**src/rtl/regfile_write_arbiter_if.sv**
```systemverilog
// Writeback bus between the two requesters and the register file port.
// master: requesters + register file side; slave: the arbiter.
interface regfile_write_arbiter_if #(
  parameter int DATA_W = 8,
  parameter int ADDR_W = 3,
  parameter int NREG   = 8
);
  logic              req0_valid;
  logic [ADDR_W-1:0] req0_addr;
  logic [DATA_W-1:0] req0_data;
  logic              req0_ready;
  logic              req1_valid;
  logic [ADDR_W-1:0] req1_addr;
  logic [DATA_W-1:0] req1_data;
  logic              req1_ready;
  logic              rf_write;
  logic [ADDR_W-1:0] rf_inaddress;
  logic [DATA_W-1:0] rf_in;
  logic [NREG-1:0]   pending;
  logic              last_grant;

  modport master (
    output req0_valid, req0_addr, req0_data,
    input  req0_ready,
    output req1_valid, req1_addr, req1_data,
    input  req1_ready,
    input  rf_write, rf_inaddress, rf_in,
    input  pending, last_grant
  );

  modport slave (
    input  req0_valid, req0_addr, req0_data,
    output req0_ready,
    input  req1_valid, req1_addr, req1_data,
    output req1_ready,
    output rf_write, rf_inaddress, rf_in,
    output pending, last_grant
  );
endinterface

```
**src/rtl/regfile_write_arbiter.sv**
```systemverilog
// Round-robin arbiter sharing the register file write port between
// ALU (req0) and load (req1) writeback; ports: CLK, RESET, hold, bus.
module regfile_write_arbiter #(
  parameter int DATA_W = 8,
  parameter int ADDR_W = 3,
  parameter int NREG   = 8
) (
  input  logic CLK,
  input  logic RESET,
  input  logic hold,
  regfile_write_arbiter_if.slave bus
);

  typedef enum logic {IDLE, WRITE} state_t;

  state_t            state;
  logic [ADDR_W-1:0] addr_q;
  logic [DATA_W-1:0] data_q;
  logic [NREG-1:0]   pend_q;
  logic              lg_q;

  logic              gnt0;
  logic              gnt1;
  logic              xfer;
  logic [ADDR_W-1:0] addr_sel;
  logic [DATA_W-1:0] data_sel;

  // On a tie the requester that did not win last time goes first.
  always_comb begin
    gnt0 = 1'b0;
    gnt1 = 1'b0;
    if (!RESET && !hold) begin
      gnt0 = bus.req0_valid
           && (!bus.req1_valid || lg_q);
      gnt1 = bus.req1_valid
           && (!bus.req0_valid || !lg_q);
    end
  end

  assign xfer     = gnt0 | gnt1;
  assign addr_sel = gnt1 ? bus.req1_addr : bus.req0_addr;
  assign data_sel = gnt1 ? bus.req1_data : bus.req0_data;

  always_ff @(posedge CLK) begin
    if (RESET) begin
      state  <= IDLE;
      addr_q <= '0;
      data_q <= '0;
      pend_q <= '0;
      lg_q   <= 1'b1;
    end else if (xfer) begin
      state  <= WRITE;
      addr_q <= addr_sel;
      data_q <= data_sel;
      pend_q <= NREG'(1) << addr_sel;
      lg_q   <= gnt1;
    end else begin
      state  <= IDLE;
      pend_q <= '0;
    end
  end

  assign bus.req0_ready   = gnt0;
  assign bus.req1_ready   = gnt1;
  assign bus.rf_write     = (state == WRITE);
  assign bus.rf_inaddress = addr_q;
  assign bus.rf_in        = data_q;
  assign bus.pending      = pend_q;
  assign bus.last_grant   = lg_q;

endmodule

```
**src/flat_wrapper.sv**
```systemverilog
// flat-port wrapper written by rule: the top's interface ports become plain ports
module regfile_write_arbiter_flat 
#(
  parameter int DATA_W = 8,
  parameter int ADDR_W = 3,
  parameter int NREG   = 8
)
  (CLK, RESET, hold, bus_req0_valid, bus_req0_addr, bus_req0_data, bus_req0_ready, bus_req1_valid, bus_req1_addr, bus_req1_data, bus_req1_ready, bus_rf_write, bus_rf_inaddress, bus_rf_in, bus_pending, bus_last_grant);
  regfile_write_arbiter_if #(.DATA_W(DATA_W), .ADDR_W(ADDR_W), .NREG(NREG)) bus_i ();
  input  logic CLK;
  input  logic RESET;
  input  logic hold;
  input wire logic [$bits(bus_i.req0_valid)-1:0] bus_req0_valid;
  input wire logic [$bits(bus_i.req0_addr)-1:0] bus_req0_addr;
  input wire logic [$bits(bus_i.req0_data)-1:0] bus_req0_data;
  output wire logic [$bits(bus_i.req0_ready)-1:0] bus_req0_ready;
  input wire logic [$bits(bus_i.req1_valid)-1:0] bus_req1_valid;
  input wire logic [$bits(bus_i.req1_addr)-1:0] bus_req1_addr;
  input wire logic [$bits(bus_i.req1_data)-1:0] bus_req1_data;
  output wire logic [$bits(bus_i.req1_ready)-1:0] bus_req1_ready;
  output wire logic [$bits(bus_i.rf_write)-1:0] bus_rf_write;
  output wire logic [$bits(bus_i.rf_inaddress)-1:0] bus_rf_inaddress;
  output wire logic [$bits(bus_i.rf_in)-1:0] bus_rf_in;
  output wire logic [$bits(bus_i.pending)-1:0] bus_pending;
  output wire logic [$bits(bus_i.last_grant)-1:0] bus_last_grant;
  assign bus_i.req0_valid = bus_req0_valid;
  assign bus_i.req0_addr = bus_req0_addr;
  assign bus_i.req0_data = bus_req0_data;
  assign bus_req0_ready = bus_i.req0_ready;
  assign bus_i.req1_valid = bus_req1_valid;
  assign bus_i.req1_addr = bus_req1_addr;
  assign bus_i.req1_data = bus_req1_data;
  assign bus_req1_ready = bus_i.req1_ready;
  assign bus_rf_write = bus_i.rf_write;
  assign bus_rf_inaddress = bus_i.rf_inaddress;
  assign bus_rf_in = bus_i.rf_in;
  assign bus_pending = bus_i.pending;
  assign bus_last_grant = bus_i.last_grant;
  regfile_write_arbiter #(.DATA_W(DATA_W), .ADDR_W(ADDR_W), .NREG(NREG)) u_core (.CLK(CLK), .RESET(RESET), .hold(hold), .bus(bus_i));
endmodule
```
**config.mk**
```make
export PLATFORM = sky130hd
export DESIGN_NAME = regfile_write_arbiter_flat
export DESIGN_NICKNAME = d
export VERILOG_FILES = /design/src/rtl/regfile_write_arbiter_if.sv /design/src/rtl/regfile_write_arbiter.sv /design/src/flat_wrapper.sv
export SDC_FILE = /design/constraint.sdc
export NUM_CORES = 1
export LEC_CHECK = 0
export CORE_MARGIN = 3
export CORE_UTILIZATION = 45
export CTS_BUF_LIST = sky130_fd_sc_hd__clkbuf_4 sky130_fd_sc_hd__clkbuf_8
export DETAILED_ROUTE_END_ITERATION = 10
export GPL_ROUTABILITY_DRIVEN = 0
export PLACE_DENSITY_LB_ADDON = 0.3
export SLEW_MARGIN = 0
export SYNTH_ARGS = -nofsm -noshare
export SYNTH_HDL_FRONTEND = slang
export SYNTH_SLANG_ARGS = --single-unit
```
**constraint.sdc**
```tcl
create_clock -name CLK -period 1.9 [get_ports CLK]
set_input_delay 0.285 -clock CLK [delete_from_list [all_inputs] [get_ports CLK]]
set_output_delay 0.285 -clock CLK [all_outputs]
set_load 0.01 [all_outputs]
```
# Yosys cells after proc, flatten, opt, wreduce, memory -nomap -nowiden
# Index checks and enable logic that the tools add are counted.
[op_classes]
order_cmp = 0
reduce_logical = 11
eq_ne = 0
add_sub_neg = 0
n_div = 0
shift = 1
n_mul = 0
muxes = 5
n_bitwise = 2
[ops]
columns = ["op", "n"]
rows = [
  ["8-bit two-way mux", 1],
  ["1-bit by 3-bit << shifter with 8-bit output (first input constant)", 1],
  ["1-bit logical NOT", 5],
  ["1-bit logical AND", 3],
  ["1-bit two-way mux", 3],
  ["3-bit two-way mux", 1],
  ["1-bit logical OR", 2],
  ["2-bit OR reduction", 1],
  ["1-bit NOT", 1],
  ["1-bit OR", 1],
]
[totals]
memories = 0
ram_bits = 0
mem_bits_ro = 0
elab_cells = 24
latch_bits = 0
register_bits = 21

# Logic depth before layout (Yosys ltp)
# Gate-level depths: netlist of run 1.
[depth]
depth_word = 7
ltp_mapped = 6
mapped_depth_nobuf = 4

# Worst setup path after synthesis of run 1
# OpenSTA, ideal clock, no wires.
[synth_timing]
path_type = "reg2reg"
start = "reg u_core.lg_q, in the netlist u_core.bus.last_grant"
end = "reg u_core.pend_q[1], in the netlist u_core.bus.pending[1]"
setup_ns = 0.143
period_less_slack_ns = 1.253
path_slack_ns = 0.647
arrival_time_ns = 1.110
stages_incl_launch_ff = 4
required_ns = 1.757
path_buffers = 0
cell_sequence = "dfxtp_1 > a21bo_2 > nor3_2 > o21ai_0"
[synth_via]
elab_chain_len = 7
word_cells_on_any_way = 12
cone_classes = "1 x shift; 3 x mux; 2 x bitwise; 6 x reduce/logical"
[synth_rtl]
columns = ["element", "line", "text"]
rows = [
  ["from (decl)", "regfile_write_arbiter.sv:20", "logic lg_q;"],
  ["from (signal assigned)", "regfile_write_arbiter.sv:56", "lg_q <= gnt1;"],
  ["1-bit logical NOT *", "regfile_write_arbiter.sv:36", "&& (!bus.req0_valid || !lg_q);"],
  ["1-bit logical OR *", "regfile_write_arbiter.sv:36", ""],
  ["1-bit logical AND *", "regfile_write_arbiter.sv:36", ""],
  ["1-bit two-way mux *", "regfile_write_arbiter.sv:32", "if (!RESET && !hold) begin"],
  ["named net bus_req1_ready", "flat_wrapper.sv:20", "output wire logic [$bits(bus_i.req1_ready)-1:0] bus_req1_ready;"],
  ["1-bit OR", "regfile_write_arbiter.sv:40", "assign xfer = gnt0 | gnt1;"],
  ["1-bit NOT (no source line)", "n/a", ""],
  ["2-bit OR reduction (no source line)", "n/a", ""],
  ["to (signal assigned)", "regfile_write_arbiter.sv:55", "pend_q <= NREG'(1) << addr_sel;"],
  ["to (decl)", "regfile_write_arbiter.sv:19", "logic [NREG-1:0] pend_q;"],
]
# Mark *: on every way through the listed nets, which the timed path passes. The rest lies on a longest branch.
# A chain may end at the register's enable or synchronous reset.

# Final worst setup path of run 1
[layout_timing]
start = "in bus_req1_valid"
end = "out bus_req1_ready"
[layout_via]
elab_chain_len = 2
[layout_rtl]
columns = ["element", "line", "text"]
rows = [
  ["from (decl)", "flat_wrapper.sv:17", "input wire logic [$bits(bus_i.req1_valid)-1:0] bus_req1_valid;"],
  ["1-bit logical AND", "regfile_write_arbiter.sv:36", ""],
  ["1-bit two-way mux", "regfile_write_arbiter.sv:32", ""],
  ["to (decl)", "flat_wrapper.sv:20", ""],
]
# Every way passes these cells.

==> results of run 1 <==
-- critical path, cell delays in order --
cell	delay [ns]
clkdlybuf4s50_1	0.49
a21bo_2	0.24
nor3_2	0.12
dlygate4sd2_1	0.29
-- path summary, 6_finish.rpt --
kind,start,endpoint,slack [ns],cells past startpoint
worst min register to register,u_core.bus.rf_in[0],u_core.bus.rf_in[0],0.52,2
worst max register to register,u_core.bus.last_grant,u_core.bus.rf_inaddress[2],0.54,4
worst min-delay path,RESET,u_core.bus.last_grant,0.49,2
worst max-delay path,bus_req1_valid,bus_req1_ready,0.19,4
-- cells in the mapped netlist --
| cell type | number | area share [%] |
|---|---|---|
| a21bo_2 | 1 | 0.93 |
| o21ai_0 | 1 | 0.47 |
| or2_1 | 1 | 0.58 |
| inv_1 | 1 | 0.35 |
| buf_8 | 1 | 1.4 |
| a21boi_2 | 1 | 1.0 |
| nand4_1 | 5 | 2.9 |
| nand2_8 | 1 | 1.9 |
| buf_4 | 2 | 1.4 |
| or2b_1 | 1 | 0.70 |
| and3_1 | 2 | 1.2 |
| o31ai_1 | 1 | 0.70 |
| buf_6 | 2 | 2.1 |
| inv_6 | 1 | 0.82 |
| a211o_1 | 1 | 0.82 |
| nor3_2 | 1 | 0.93 |
| and3b_1 | 2 | 1.6 |
| buf_2 | 3 | 1.4 |
| nor2_4 | 1 | 1.0 |
| a31oi_1 | 3 | 1.7 |
| nand2_1 | 24 | 8.4 |
| nor2_1 | 3 | 1.0 |
| dfxtp_1 | 21 | 39 |
| nand2b_1 | 3 | 1.7 |
| nand3_1 | 2 | 0.93 |
| nor3b_1 | 1 | 0.70 |
| a311oi_2 | 6 | 8.4 |
| nand4b_1 | 2 | 1.6 |
| nor2b_1 | 4 | 2.3 |
| o41ai_1 | 6 | 4.9 |
| a311oi_1 | 2 | 1.6 |
| a21oi_1 | 11 | 5.1 |
-- cells in the final DEF (no fill, tap or decap), drive strengths merged, types with 2 or more instances in the layout --
cell type      synthesis  routed
nand4                  5       5
clkdlybuf4s50          0      46
nand3                  2       2
and3b                  2       2
nor2                   4       4
a21oi                 11      11
a31oi                  3       3
and3                   2       2
o41ai                  6       6
dlygate4sd2            0       3
nor2b                  4       4
a311oi                 8       8
buf                    8       7
clkbuf                 0       4
nand2                 25      25
dfxtp                 21      21
nand2b                 3       3
inv                    2       2
nand4b                 2       2
-- state kept, by name, summed over array words and instances (netlist names) --
name	count
u_core.bus.rf_write	1
u_core.bus.rf_in	8
u_core.bus.rf_inaddress	3
u_core.bus.pending	8
u_core.bus.last_grant	1
-- kinds of logic (layout without fill, tap and decap cells) --
group / count (synthesis) / after routing
AO/OA/AOI/OAI: 33 / 33
buffers and inverters: 10 / 62
AND/OR/NAND/NOR: 53 / 53
flip-flops: 21 / 21
-- power by group through the flow --
stage	clock, uW	sequential (uW)	combinational [uW]
5_1_grt	245	479	274
4_1_cts	233	475	255
6_report	224	476	254
2_1_floorplan	0	496	112
3_5_place_dp	0	485	255
3_3_place_gp	0	485	249
-- stage by stage --
step	utilization (%)	total power, uW	instance area (um2)	setup slack (ns)
floorplan	-	608.0	1074	0.6469
global placement	70.92	734.1	1584	-0.07504
detailed placement	70.92	740.7	1584	-0.1184
CTS	72.10	963.0	1610	0.1786
global route	72.10	997.8	1610	0.02450
finish	72.10	954.0	1610	0.1929
-- layout make-up --
class | count | share of cell area [%]
multi-input cells | 86 | 35.59
clock buffers | 4 | 1.865
inverters | 2 | 0.7770
flip-flops and latches | 21 | 26.11
repair buffers | 56 | 33.49
well taps | 28 | 2.176
-- timing repair --
item,in CTS,in global routing
resized for setup,3,0
setup buffers,0,0
hold buffers,0,0
endpoints found under the setup margin,2,0
-- layer usage --
metal  global-route usage [%]  wire length [um]
met2                    36.42              1484
met4                    8.714                27
met5                        0                 0
met3                    3.815               189
met1                    21.18              1067
==> metrics.md, run 1 <==
| Metric | Value |
|---|---|
| Fin crit period | 1.707 ns |
| Post-Synthesis Cells | 117 |
| Share of cells above drive strength 1 | 13.61% |
| P_leak | 0.0006037 uW |
| Sequential share of power | between 40% and 50% |
| Unrepaired setup endpoints after global routing | false |
| Worst EP arrival | 1.42 ns |
| Global-route wire length before repair | 4312 um |
| Sw Ratio | 27.02% |
| Bufs on Longest Clock Path | 2 |
| Port Buffer Count | 49 |
| Library cells used by synthesis | 32 |
| Clock Pin Slew Worst Setup and Hold Paths | 0.11 ns |
| Post-Synth XOR/XNOR Area | 0% |
| H-tree levels | 1 |
| Synth Area in Compound Gates | 25.76% |
| Register area | about 420 um2 |
| Core ar. | 2233 um2 |
| Main combinational cell family by area after synthesis | simple AND/OR/NAND/NOR gates |
| Worst Skew | about 0.0049 ns |
| Combinational power share | 26.7% |
| Adder and majority gate portion of the synthesized area | 0% |
| Final Hold Fails | 0 |
| Ports | 50 |
| Placed insts | 193 |
| DIE AREA | 3007 um2 |
| Non-filler cells, final | 197 |
| CP max FO | 2 |
| First-pass DRT Iterations | 4 |
| CP Capture Type | output port |
| Synthesized area | 1074 um2 |
| GRT Resource Usage Total | 19.68% |
| Fillcell total | between 150 and 200 |
| Multiplexer area fraction after synthesis | 0% |
| Max VDD drop | 393.4 uV |
| Clk pwr share | about a quarter |
| Post-route ant nets | 0 |
| Mapped Nets | 144 |
| Std cell rows | 17 |
| Drt total wl | 2768 um |
| Area delta synth->final | 50.00% |
| Number of buffers created by CTS | 3 |
| Multi-input gate area | 573.1 um2 |
| Die Wd | approximately 55 um |
| Max Slew Vio Count | 0 |
| Worst skew pair latency | 0.29 ns |
| Outcome | complete, no violations |
| Crit path kind | in -> out |
| Largest net degree at the start of global routing | 22 |
| Startpoint class of the critical path | primary input |
| Period utilisation layout | 89.85% |
| Total grt overflow | 0 |
| Post-route setup TNS | 0 ns |
| Design internal power | 696.2 uW |
| Nets | 197 |
| CTS Sinks | 21 |
| Fin Hold WS | 0.4859 ns |
| Sw power | 257.8 uW |
| Rel. slew slack | approximately 55% |
| N_diodes | 0 |
| Avg Inst Size Synth | around 9.2 um2 |
| Initial antenna violation count | 0 |
| Pwr Density | 592.5 nW/um2 |
| Synth Register Bits | 21 |
| Simple logic cell fraction of the synthesized area | 27.62% |
| Final Setup Violations | 0 |
| Seq/Total Area, Yosys | 39.16% |
| Hold crit path type | in -> reg |
| Synth Warn # | 0 |
| DRC viols | 0 |
| 1st-iter DRT viols | 20 |
| CP required | 1.62 ns |
| Die height | 54.84 um |
| Maximum clock frequency | 585.8 MHz |
| Via Count | ~1100 |
| CTS root buf | clkbuf_4 |
| Starting Density | 48.07% |
| Tightest Pin Transition | 0.6702 ns |
| Drt via density | 5.442 |
| Detailed placement HPWL | 2077 um |
| Max-cap check violation count | 0 |
| Vias in the first global route | 1020 |
| Post-DR wirelength/cell | 14.05 um |
| CTS tree | built |
(Power assumes the default switching activity.)
==> inputs of run 2 (changes only) <==
CORE_UTILIZATION = 40   (was 45)
clock period = 1.7 ns   (was 1.9 ns; I/O delays follow)
==> run 2 against run 1 <==
  * Die area is 11% higher
  * Worst setup slack worse by 0.12 ns
  * Critical path depth is 1 higher
  * Register-to-register slack worse by 0.09 ns
  * Clock-buffer cell count stayed put
  * Final area is 2.3% higher
  * Hold slack worse by 0.070 ns
  * Largest power group unchanged
==> metrics.md, run 2 (synthesis results as in run 1) <==
| Metric | Value |
|---|---|
| Outcome | complete, no violations |
| Tightest Pin Transition | 0.3318 ns (-0.3384 ns) |
| CP max FO | 3 (+1) |
| Fin crit period | between 1.5 and 2 ns |
| Drt total wl | 2823 um (+2.0%) |
| Bufs on Longest Clock Path | 2 (unchanged) |
| Max VDD drop | 496.1 uV (+26%) |
| CTS root buf | clkbuf_4 |
| Die height | 57.81 um (+5.4%) |
| CP Capture Type | output port |
| P_leak | 0.0006243 uW (+3.4%) |
| Total grt overflow | 0 (unchanged) |
| Post-route ant nets | 0 (unchanged) |
| Vias in the first global route | 1048 (+2.7%) |
| Std cell rows | 18 (+1) |
| Reg2reg end | u_core.bus.pending[3] |
| First-pass DRT Iterations | 4 (unchanged) |
| Startpoint class of the critical path | primary input |
| Ports | 50 (unchanged) |
| Core ar. | 2522 um2 (+13%) |
| Dpl ws | -0.2018 ns (-0.08348 ns) |
| Crit path kind | in -> out |
| Hold crit path type | in -> reg |
| Critical Path End | bus_req0_ready |
| Clock Pin Slew Worst Setup and Hold Paths | 0.12 ns (about the same) |
| Reg2Reg Depth | 4 (unchanged) |
| Pwr Density | 658.1 nW/um2 (+11%) |
| CTS Sinks | 21 (unchanged) |
| CTS tree | built |
| Final Hold Fails | 0 (unchanged) |
| H-tree levels | 1 (unchanged) |
| Port Buffer Count | 49 (unchanged) |
| Global-route wire length before repair | 4643 um (+7.7%) |
| Total power | 1084 uW (+14%) |
| Post-route setup TNS | 0 ns (unchanged) |
| Area delta synth->final | 53.50% |
| Initial antenna violation count | 0 (unchanged) |
| Unrepaired setup endpoints after global routing | false |
| N_diodes | 0 (unchanged) |
| Starting Density | 42.56% (-5.5 points) |
| Worst skew pair latency | 0.31 ns (+0.02 ns) |
| Post-DR wirelength/cell | 13.98 um (-0.54%) |
| Rel. slew slack | 77.59% (+22 points) |
| GRT Resource Usage Total | 18.13% (-1.6 points) |
| DRC viols | 0 (unchanged) |
| Drt via density | 5.475 (+0.62%) |
| Via Count | 1106 (+3.2%) |
| Number of buffers created by CTS | 3 (unchanged) |
| Nets | 200 (+1.5%) |
| Share of cells above drive strength 1 | 15.70% (+2.1 points) |
| Largest net degree at the start of global routing | 22 (unchanged) |
| Final core utilization | 65.33% (-6.8 points) |
| DIE AREA | 3341 um2 (+11%) |
| Fillcell total | 214 (+18%) |
| Detailed placement HPWL | 2168 um (+4.3%) |
| Max-cap check violation count | 0 (unchanged) |
| Maximum clock frequency | approximately 600 MHz |
| 1st-iter DRT viols | 16 (-20%) |
| CP startpoint | bus_req1_valid |
| FF-to-FF setup slack | 0.45 ns (-0.09 ns) |
| Most frequent cells in the layout | 45 x clkdlybuf4s50_1, 24 x nand2_1, 20 x dfxtp_1 |
| Die Wd | 57.81 um (+5.4%) |
| CP required | 1.44 ns (-0.18 ns) |
| Final Worst Setup Slack | 0.07232 ns (-0.1205 ns) |
| Commonest non-fill, non-tap cell in the layout | clkdlybuf4s50_1 |
| Worst EP arrival | 1.37 ns (-0.05 ns) |
| Period utilisation layout | 95.75% |
| Max Slew Vio Count | 0 (unchanged) |
| Worst Skew | 0.007783 ns (+0.002834 ns) |
| Hold Buf Count CTS | 0 (unchanged) |
| Worst r2r src | u_core.bus.last_grant |
| Final Setup Violations | 0 (unchanged) |
==> run 2: what timing repair did <==
action	in CTS	in global routing
resized for setup	5	0
endpoints found under the setup margin	2	0
buffers inserted	0	0
hold endpoints to repair	0	0
==> run 2: metrics by stage <==
stage	instance area, um2	hold slack [ns]	cells
2_1_floorplan	1074	0.3564	117
3_3_place_gp	1622	0.5017	198
3_5_place_dp	1622	0.5269	198
4_1_cts	1648	0.4104	202
5_1_grt	1648	0.4375	202
6_report	1648	0.4156	202
==> run 2: critical path: stages <==
cell,delay (ns)
clkdlybuf4s50_1,0.47
buf_4,0.11
nand2b_1,0.06
and3_1,0.19
dlygate4sd2_1,0.28
==> run 2: layout make-up <==
class | count | area [um2] | share of cell area [%]
Clock buffer | 4 | 30.03 | 1.822
Inverter | 2 | 12.51 | 0.7593
Tap cell | 30 | 37.54 | 2.278
Timing Repair Buffer | 59 | 573.1 | 34.78
Sequential cell | 21 | 421.7 | 25.59
Multi-Input combinational cell | 86 | 573.1 | 34.78
==> run 2: metal layers <==
metal	vias to the layer above	wire length [um]	share of wire, %	global-route usage [%]
li1	545	-	-	-
met1	508	1077	38	19.92
met2	47	1476	52	32.26
met3	6	206	7.3	3.786
met4	0	63	2.2	9.934
met5	-	0	0	0
==> run 2: how the worst min path moves through the flow <==
| stage | startpoint | to | slack (ns) | cells past startpoint |
|---|---|---|---|---|
| 2_1_floorplan | bus_req0_addr[0] | u_core.bus.pending[6] | 0.36 | 1 |
| 3_3_place_gp | u_core.bus.rf_in[7] | u_core.bus.rf_in[7] | 0.50 | 2 |
| 3_5_place_dp | u_core.bus.rf_in[0] | u_core.bus.rf_in[0] | 0.53 | 2 |
| 4_1_cts | RESET | u_core.bus.last_grant | 0.41 | 2 |
| 5_1_grt | RESET | u_core.bus.last_grant | 0.44 | 2 |
| 6_report | RESET | u_core.bus.last_grant | 0.42 | 2 |
==> run 2: where the power goes <==
group | internal, uW | switching [uW]
logic | 160 | 132
clock network | 108 | 152
registers | 519 | 13.8
total | 786 | 298
==> inputs of run 3 (changes only) <==
ABC_AREA = 1   (was unset)
CORE_UTILIZATION = 39   (was 40)
CTS_BUF_LIST = sky130_fd_sc_hd__clkbuf_16   (was sky130_fd_sc_hd__clkbuf_4 sky130_fd_sc_hd__clkbuf_8)
==> run 3 against run 2 <==
  * Sequential share of layout area down 0.40 points
  * Combinational power down 7.5%
  * Total power up 20%
==> metrics.md, run 3 <==
| Metric | Value |
|---|---|
| CTS root buf | clkbuf_16 |
| Port Buffer Count | 49 (unchanged) |
| Synth top area cells | dfxtp_1 41%, nand2_1 13%, inv_1 9.6% |
| Sw Ratio | 24.87% (-2.6 points) |
| Dominant cell type by area after synthesis | dfxtp_1 |
| Number of buffers created by CTS | 3 (unchanged) |
| Final Setup Violations | 0 (unchanged) |
| Combinational power share | 20.6% (-6.3 points) |
| Reg2reg end | u_core.bus.pending[5] |
| Bufs and invs on worst path | 1 (-2) |
| Max VDD drop | 576.1 uV (+16%) |
| Detailed placement HPWL | 2227 um (+2.7%) |
| Max Slew Vio Count | 0 (unchanged) |
| Rel. slew slack | 84.65% (+7.1 points) |
| Avg Inst Size Synth | 7.223 um2 (-21%) |
| Peak per-stage delay on the critical path | 0.55 ns (+0.08 ns) |
| Area delta synth->final | 63.88% |
| Tightest Pin Transition | 0.2296 ns (-0.1022 ns) |
| Synthesized area | 1018 um2 (-5.1%) |
| Hold crit path type | in -> reg |
| GRT Resource Usage Total | 18.53% (+0.40 points) |
| Die height | 57.10 um (-1.2%) |
| Main combinational cell family by area after synthesis | simple AND/OR/NAND/NOR gates |
| Simple logic cell fraction of the synthesized area | 35.50% (+7.9 points) |
| CTS tree | built |
| Most frequent cells in the layout | 45 x clkdlybuf4s50_1, 33 x nand2_1, 26 x inv_1 |
| Share of flip-flops with an asynchronous set or reset | 0% (unchanged) |
| Main synth FF type | dfxtp_1 |
| Drt via density | 4.852 (-11%) |
| Total grt overflow | 0 (unchanged) |
| First-pass DRT Iterations | 4 (unchanged) |
| Worst path slowest cell | clkdlybuf4s50_1 |
| 1st-iter DRT viols | 29 (+13) |
| Dpl ws | -0.2187 ns (-0.01685 ns) |
| Post-Synth XOR/XNOR Area | 0% (unchanged) |
| Multiplexer area fraction after synthesis | 0% (unchanged) |
| Clock Pin Slew Worst Setup and Hold Paths | 0.06 ns (-0.06 ns) |
| Count leader, synth | nand2_1 |
| Crit path kind | reg -> out |
| Post-route ant nets | 0 (unchanged) |
| Reg2Reg Depth | 6 (+2) |
| Multi-input gate area | 435.4 um2 (-24%) |
| Mapped Nets | 168 (+17%) |
| Worst Skew | 0.004783 ns (-0.003000 ns) |
| Largest net degree at the start of global routing | 16 (-27%) |
| Unrepaired setup endpoints after global routing | false |
| Synth Register Bits | 21 (unchanged) |
| Worst r2r src | u_core.bus.last_grant |
| Sequential share of power | 40.5% (-8.6 points) |
| Outcome | complete, no violations |
| CP Cell Sequence | o21ai_0, nor2_1, clkdlybuf4s50_1 |
| Final Hold Fails | 0 (unchanged) |
| Startpoint class of the critical path | flop |
| Post-DR wirelength/cell | 12.79 um (-8.5%) |
| Initial antenna violation count | 0 (unchanged) |
| Fin Hold WS | 0.3728 ns (-0.04285 ns) |
| Yosys top cell area share | 41.28% (+2.1 points) |
| Std cell rows | 17 (-1) |
| Hold Crit Depth | 4 (+2) |
| Final Worst Setup Slack | 0.05441 ns (-0.01791 ns) |
| CP required | 1.44 ns (about the same) |
| Top cell family by delay on the critical path | buffers and inverters |
| DRC viols | 0 (unchanged) |
| Post-Synthesis Cells | 141 (+21%) |
| Share of cells above drive strength 1 | 12.94% (-2.8 points) |
| Maximum clock frequency | 607.7 MHz (-1.1%) |
| Worst EP arrival | 1.39 ns (+0.02 ns) |
| Library cells used by synthesis | 16 (-50%) |
| Core ar. | 2340 um2 (-7.2%) |
| Clk pwr share | 38.9% (+15 points) |
| Global-route wire length before repair | 4781 um (+3.0%) |
| Synth Warn # | 0 (unchanged) |
| Design internal power | 980.7 uW (+25%) |
| Period utilisation layout | 96.80% (+1.1 points) |
| Seq/Total Area, Yosys | 41.28% (+2.1 points) |
| Drt total wl | 2929 um (+3.8%) |
| Max-cap check violation count | 0 (unchanged) |
| CTS Sinks | 21 (unchanged) |
| Register area | 420.4 um2 (-0.30%) |
| CP Capture Type | output port |
| Nets | 229 (+14%) |
| Fillcell total | 185 (-14%) |
| Commonest non-fill, non-tap cell in the layout | clkdlybuf4s50_1 |
| Via Count | 1111 (+0.45%) |
| Hold Buf Count CTS | 0 (unchanged) |
| Non-filler cells, final | 229 (+13%) |
| H-tree levels | 1 (unchanged) |
| N_diodes | 0 (unchanged) |
| Adder and majority gate portion of the synthesized area | 0% (unchanged) |
| FF-to-FF setup slack | 0.37 ns (-0.08 ns) |
| Fin crit period | 1.646 ns (+0.01791 ns) |
| Starting Density | 43.53% (+0.97 points) |
| DIE AREA | 3260 um2 (-2.4%) |
| WHS Endpoint | u_core.bus.rf_in[4] |
| Final Cell Area | 1669 um2 (+1.3%) |
| P_leak | 0.0007848 uW (+26%) |
| Synth Area in Compound Gates | 7.002% (-19 points) |
| Synth cell count leaders | 34 x nand2_1, 26 x inv_1, 21 x dfxtp_1 |
| Worst skew pair latency | 0.25 ns (-0.06 ns) |
| Post-synth EDFFs | 0 (unchanged) |
| Pwr Density | 782.0 nW/um2 (+19%) |
| Placed insts | 224 (+13%) |
| CP max FO | 4 (+1) |
| Vias in the first global route | 1069 (+2.0%) |
| Die Wd | 57.10 um (-1.2%) |
| Sw power | 324.5 uW (+8.9%) |
| Ports | 50 (unchanged) |
| Bufs on Longest Clock Path | 2 (unchanged) |
| Hold path startpoint | RESET |
| Placed cell area | 1585 um2 (-2.2%) |
==> run 3: cell count changes in the layout (fill, tap and decap cells not counted), moves of 6 or more <==
cell	previous run	this run
a311oi_2	6	0
buf_4	9	15
inv_1	1	26
nand2_1	24	33
nand3_1	2	13
nand4_1	5	14
nor2_1	3	9
o41ai_1	6	0
==> run 3: layout make-up <==
class                   count  area share, %
clock buffers               3          4.498
clock inverters             1         0.4498
inverters                  27          6.072
multi-input cells          85          26.09
flip-flops and latches     21          25.19
well taps                  28          2.099
repair buffers             64          35.61
==> run 3: metrics by stage <==
step / util [%] / setup TNS, ns / power, uW
after floorplan: - / 0 / 656.5
after global placement: 67.75 / -1.401 / 797.8
after detailed placement: 67.75 / -2.213 / 806.3
after CTS: 71.50 / 0 / 1308
after global routing: 71.34 / 0 / 1354
final: 71.34 / 0 / 1305
==> run 3: how the worst max path moves through the flow <==
| stage | start | endpoint | slack, ns | depth (start not counted) |
|---|---|---|---|---|
| floorplan | u_core.bus.last_grant | bus_req1_ready | 0.52 | 4 |
| global placement | RESET | bus_req1_ready | -0.20 | 5 |
| detailed placement | RESET | bus_req1_ready | -0.22 | 5 |
| CTS | RESET | bus_req1_ready | 0.03 | 5 |
| global route | u_core.bus.last_grant | bus_req0_ready | 0.01 | 3 |
| finish | u_core.bus.last_grant | bus_req0_ready | 0.05 | 3 |
==> run 3: what timing repair did <==
item / 4_1_cts / 5_1_grt
resized for setup: 5 / 2
pin swaps: 1 / 0
setup buffers: 1 / 0
setup endpoints to repair: 2 / 1
cloned: 0 / 0
endpoints found under the hold margin: 0 / 0
==> run 3: routing by layer <==
layer / GRT usage [%] / vias to the layer above / wire [um]
li1: - / 568 / -
met5: 0 / - / 0
met4: 5.960 / 0 / 12
met2: 32.95 / 31 / 1514
met3: 3.620 / 2 / 160
met1: 22.25 / 510 / 1242
==> run 3: power by group through the flow <==
| stage | Combinational [uW] | Sequential (uW) | Clock [uW] |
|---|---|---|---|
| 2_1_floorplan | 107 | 550 | 0 |
| 3_3_place_gp | 260 | 538 | 0 |
| 3_5_place_dp | 267 | 539 | 0 |
| 4_1_cts | 269 | 529 | 510 |
| 5_1_grt | 291 | 531 | 531 |
| 6_report | 270 | 528 | 507 |
==> run 3: cells by family after synthesis <==
family	after synthesis
compound gates	12
buf+inv	35
flops	21
simple gates	73
==> run 3: worst register-to-register path, cell delays in order (launching register included) <==
cell,delay [ns]
dfxtp_1,0.39
nand2_2,0.10
buf_4,0.14
buf_4,0.18
nand4_1,0.10
nand3_1,0.19
nor2_1,0.15
